`config.mk`:
```
export PLATFORM = sky130hd
export DESIGN_NAME = s1488_scan_driver
export DESIGN_NICKNAME = d
export VERILOG_FILES = /design/src/rtl/s1488_scan_driver.sv
export SDC_FILE = /design/constraint.sdc
export NUM_CORES = 1
export LEC_CHECK = 0
export CAP_MARGIN = 20
export CORE_MARGIN = 2
export CORE_UTILIZATION = 56
export CTS_CLUSTER_SIZE = 24
export DETAILED_ROUTE_END_ITERATION = 16
export GPL_ROUTABILITY_DRIVEN = 0
export HOLD_SLACK_MARGIN = 0.02
export MAX_ROUTING_LAYER = met4
export PLACE_DENSITY = 0.84
export SLEW_MARGIN = 20
export SYNTH_ARGS = -nofsm -noshare
export SYNTH_HDL_FRONTEND = slang
export SYNTH_SLANG_ARGS = --single-unit
```
`constraint.sdc`:
```
create_clock -name clk -period 4.35 [get_ports clk]
set_input_delay 0.6525 -clock clk [delete_from_list [all_inputs] [get_ports clk]]
set_output_delay 0.6525 -clock clk [all_outputs]
set_load 0.1 [all_outputs]
```
`src/rtl/s1488_scan_driver.sv`:
```
// Serial-in pattern driver for s1488 next-state slices: shift a pattern in, apply it, settle, capture and return the response.
// Optional even-parity check on each pattern is enabled by defining S1488_DRV_PARITY_EN.
module s1488_scan_driver #(
  parameter int PAT_W  = 14,
  parameter int SETTLE = 1,
  parameter int CNT_W  = 4
) (
  input  logic             clk,
  input  logic             rst,
  input  logic             si_valid,
  input  logic             si_data,
  output logic             si_ready,
  output logic [PAT_W-1:0] pat_out,
  input  logic             slice_resp,
  output logic             res_valid,
  input  logic             res_ready,
  output logic             res_data,
  output logic [PAT_W-1:0] res_pat,
  output logic             busy,
  output logic             err
);

  typedef enum logic [1:0] {ST_IDLE, ST_SHIFT, ST_WAIT, ST_RESP} state_t;

`ifdef S1488_DRV_PARITY_EN
  localparam int NBITS = PAT_W + 1;
`else
  localparam int NBITS = PAT_W;
`endif

  state_t             state_q, state_d;
  logic [PAT_W-1:0]   sh_q, sh_d;
  logic [PAT_W-1:0]   pat_out_q, pat_out_d;
  logic [PAT_W-1:0]   res_pat_q, res_pat_d;
  logic [CNT_W-1:0]   cnt_q, cnt_d;
  logic [CNT_W-1:0]   settle_q, settle_d;
  logic               res_valid_q, res_valid_d;
  logic               res_data_q, res_data_d;
  logic               err_q, err_d;

  logic [PAT_W-1:0]   shifted;
  logic [PAT_W-1:0]   full_pat;
  logic [CNT_W-1:0]   cnt_cur;
  logic               accept;
  logic               last_bit;
  logic               shift_en;
  logic               par_ok;

  // New bits enter at the MSB so that after PAT_W shifts bit i is the i-th bit sent.
  generate
    if (PAT_W == 1) begin : g_sh1
      assign shifted = si_data;
    end else begin : g_shn
      assign shifted = {si_data, sh_q[PAT_W-1:1]};
    end
  endgenerate

  assign si_ready = (state_q == ST_IDLE) || (state_q == ST_SHIFT);
  assign accept   = si_valid && si_ready;
  assign cnt_cur  = (state_q == ST_IDLE) ? '0 : cnt_q;
  assign last_bit = (cnt_cur == CNT_W'(NBITS - 1));
  assign shift_en = (cnt_cur < CNT_W'(PAT_W));

`ifdef S1488_DRV_PARITY_EN
  // The trailing bit is the parity bit; the data is already complete in the shift register.
  assign full_pat = sh_q;
  assign par_ok   = (^sh_q) == si_data;
`else
  assign full_pat = shifted;
  assign par_ok   = 1'b1;
`endif

  always_comb begin
    state_d     = state_q;
    sh_d        = sh_q;
    pat_out_d   = pat_out_q;
    res_pat_d   = res_pat_q;
    cnt_d       = cnt_q;
    settle_d    = settle_q;
    res_valid_d = res_valid_q;
    res_data_d  = res_data_q;
    err_d       = 1'b0;
    case (state_q)
      ST_IDLE, ST_SHIFT: begin
        if (accept) begin
          if (shift_en) sh_d = shifted;
          cnt_d = cnt_cur + 1'b1;
          if (last_bit) begin
            cnt_d = '0;
            if (par_ok) begin
              pat_out_d = full_pat;
              settle_d  = CNT_W'(SETTLE);
              state_d   = ST_WAIT;
            end else begin
              err_d   = 1'b1;
              state_d = ST_IDLE;
            end
          end else begin
            state_d = ST_SHIFT;
          end
        end
      end
      ST_WAIT: begin
        settle_d = settle_q - 1'b1;
        if (settle_q <= CNT_W'(1)) begin
          settle_d    = '0;
          res_data_d  = slice_resp;
          res_pat_d   = pat_out_q;
          res_valid_d = 1'b1;
          state_d     = ST_RESP;
        end
      end
      ST_RESP: begin
        if (res_ready) begin
          res_valid_d = 1'b0;
          state_d     = ST_IDLE;
        end
      end
      default: state_d = ST_IDLE;
    endcase
  end

  always_ff @(posedge clk) begin
    if (rst) begin
      state_q     <= ST_IDLE;
      sh_q        <= '0;
      pat_out_q   <= '0;
      res_pat_q   <= '0;
      cnt_q       <= '0;
      settle_q    <= '0;
      res_valid_q <= 1'b0;
      res_data_q  <= 1'b0;
      err_q       <= 1'b0;
    end else begin
      state_q     <= state_d;
      sh_q        <= sh_d;
      pat_out_q   <= pat_out_d;
      res_pat_q   <= res_pat_d;
      cnt_q       <= cnt_d;
      settle_q    <= settle_d;
      res_valid_q <= res_valid_d;
      res_data_q  <= res_data_d;
      err_q       <= err_d;
    end
  end

  assign pat_out   = pat_out_q;
  assign res_valid = res_valid_q;
  assign res_data  = res_data_q;
  assign res_pat   = res_pat_q;
  assign busy      = (state_q != ST_IDLE);

`ifdef S1488_DRV_PARITY_EN
  assign err = err_q;
`else
  assign err = 1'b0;
`endif

endmodule

```
==> results.ini <==
[critical_path]
worst-endpoint-required_ns = 3.70
critPathBufInv = 1
criticalPathCategory = flop to primary output
path_max_fanout = 14
path_depth = 2
crit_chain = or2_2 > clkdlybuf4s50_1
critical_path.startpoint_type = flop
reg2regPathDepth = 3
slowest_delay_ns = 1.12
critical_path.top_delay_family = buffers and inverters
cp-end-kind = primary output
worstPathArrival_ns = 2.22
slowest_stage = clkdlybuf4s50_1

[sta]
fmax_mhz = 348
finalCritPeriodShare_pct = 66.1
tightest_slew_ns = 1.10
relSlewSlack_pct = 26.7
finClkSkew_ns = 0.00446
tns_ns = 0
final_max_slew_viol_count = 0
rsz0062_at_grt = false
fin_crit_ns = 2.88
finalSetupViolations = 0
hold_viol = 0
setup_ws_ns = 1.47

[logic_synthesis]
yosysUniqueCellTypes = 39
synth_area_leaders = dfxtp_1 (47%), a21oi_1 (11%), nand3_1 (9.5%), o21ai_0 (7.3%), o21ai_1 (2.6%)
dominantRegCellSynth = dfxtp_1
async_flop_share_pct = 0
synth_top_cell_by_area = dfxtp_1
synth_top_cell_area_share_pct = 46.7
yosysSeqAreaShare_pct = 46.7
synth_nets = 280
syn_avg_cell_area_um2 = 8.35
synth_edf_count = 0
yosysWarnings = 0
synthCells = 272
synth_seq_cells = 53
syn_area_um2 = 2270

[run_status]
status = finished, final reports clean

[global_routing]
grt_max_degree = 56
grt_pass1_wl_um = 7750
grt_usage_pct = 22.9
grt-ovfl-total = 0
grt_pass1_vias = 1666
antenna_found_initial = 0

[die]
rows = 23
io_pins = 39
start_util_pct = 57.6
dieHeight_um = 67.7
coreArea_um2 = 3940
die_w_um = 67.7
die-area_um2 = 4580

[clocking]
cts.sinks = 53
cts_tree = done
cts_resized = 0
ctsHoldBuffers = 0
cts_made_buffers = 5
cts-root-buf = clkbuf_8
insertion_delay_ns = 0.30
h-tree-depth = 2
cts_setup_buffers = 0
clock_path_buffers = 2
clk_pin_slew_ns = 0.09

[power_and_ir_drop]
power_uw = 865
ir_drop_mv = 0.371
powerDensity_nw_per_um2 = 326
p_leak_nw = 0.813

[hold_path]
holdPathStages = 2
holdCritPathClass = flop to flop

[cells_and_area]
syn2layout_area_growth_pct = 16.6
final_util_pct = 67.2
final_nets = 296
n_antenna_cell = 0
layout.cells.non_filler = 339
drive_gt1_share_pct = 3.81

[drt]
wl_per_cell_um = 14.6
first_pass_iters = 4
viasPerCell = 5.94
route.vias.total = 2012
wl_um = 4970
final_antenna_net_count = 0
drc = 0
drtIter0Drc = 254

[place]
numPortBuffers = 37
dp_hpwl_um = 3200
post-place-ws_ns = 1.82
dp.cells = 331

[flow_run]
max-cap-violations = 0

synthesized netlist by cell type (2+ instances only):
cell type  instances
a211o_1            2
a211oi_1           3
a21oi_1           49
a31oi_1            4
buf_2              8
buf_4              5
buf_6              4
clkbuf_1           8
clkbuf_2           2
dfxtp_1           53
ha_1               2
inv_1              6
nand2_1            7
nand2b_1           3
nand3_1           43
nand3b_1           2
nor2_1             5
nor2b_1            2
o21ai_0           33
o21ai_1           12
sequential cells by signal (all words and copies together), names as in the netlist:
signal and flops:
pat_out 14, res_pat 14, sh_q 13, cnt_q 4
settle_q 4, state_q 2, res_data 1, res_valid 1
tightest hold or removal path, cell delays in order, from the launching register on:
cell and delay (ns):
dfxtp_1 0.31, o21ai_0 0.06, a21oi_1 0.06
kinds of logic (layout without fill, tap and decap cells):
group           after synthesis  after routing  share of synthesized area [%]
fa+ha+maj                     2              2                           1.10
other cells                   1              1                          0.165
buf+inv                      34             51                           8.31
simple gates                 72             72                           17.3
compound gates              110            110                           26.4
flops                        53             53                           46.7
metal layers:
| metal | wire, um | track usage, % |
|---|---|---|
| met5 | 0 | - |
| met4 | 72 | 7.40 |
| met3 | 239 | 5.50 |
| met2 | 2360 | 35.5 |
| met1 | 2290 | 29.4 |
cell usage in the layout (no fill, tap or decap), types with 2 or more instances in the layout:
cell type / Yosys / layout
nor2b_1: 2 / 2
nand2_1: 7 / 7
a211o_1: 2 / 2
clkbuf_8: 0 / 6
nor2_1: 5 / 5
o21ai_1: 12 / 12
a211oi_1: 3 / 3
nand3_1: 43 / 43
o21ai_0: 33 / 33
clkdlybuf4s50_1: 0 / 36
dfxtp_1: 53 / 53
nand3b_1: 2 / 2
nand2b_1: 3 / 3
a21oi_1: 49 / 49
inv_1: 6 / 6
a31oi_1: 4 / 4
ha_1: 2 / 2
path summary, 6_finish.rpt:
check / to / slack, ns / start
setup / recovery: busy / 1.47 / state_q[0]$_SDFFE_PP0P_
hold / removal: res_pat[0]$_SDFFE_PP0P_ / 0.48 / res_pat[0]$_SDFFE_PP0P_
setup reg to reg: pat_out[0]$_SDFFE_PP0P_ / 2.39 / state_q[0]$_SDFFE_PP0P_
hold reg to reg: res_pat[0]$_SDFFE_PP0P_ / 0.48 / res_pat[0]$_SDFFE_PP0P_
final cells by class:
type                            instances  area (um^2)
Timing Repair Buffer                   37          365
Multi-Input combinational cell        185         1020
Clock buffer                            7         86.3
Tap cell                               50         62.6
Inverter                                6         22.5
Sequential cell                        53         1060
Clock inverter                          1         30.0
Fill cell                             324         1290
per-stage QoR:
step / hold slack, ns / instance area, um^2
after detailed placement: 0.467 / 2530
after CTS: 0.479 / 2650
after global routing: 0.501 / 2650
after floorplan: 0.440 / 2270
final: 0.479 / 2650
after global placement: 0.461 / 2530
power by group:
group,leakage (nW),switching (mW),internal [mW]
logic,0.327,0.0266,0.00934
clock network,0.0585,0.149,0.188
registers,0.428,0.00496,0.487
total,0.813,0.180,0.684
Note: power is estimated with default switching activity, not from simulation.
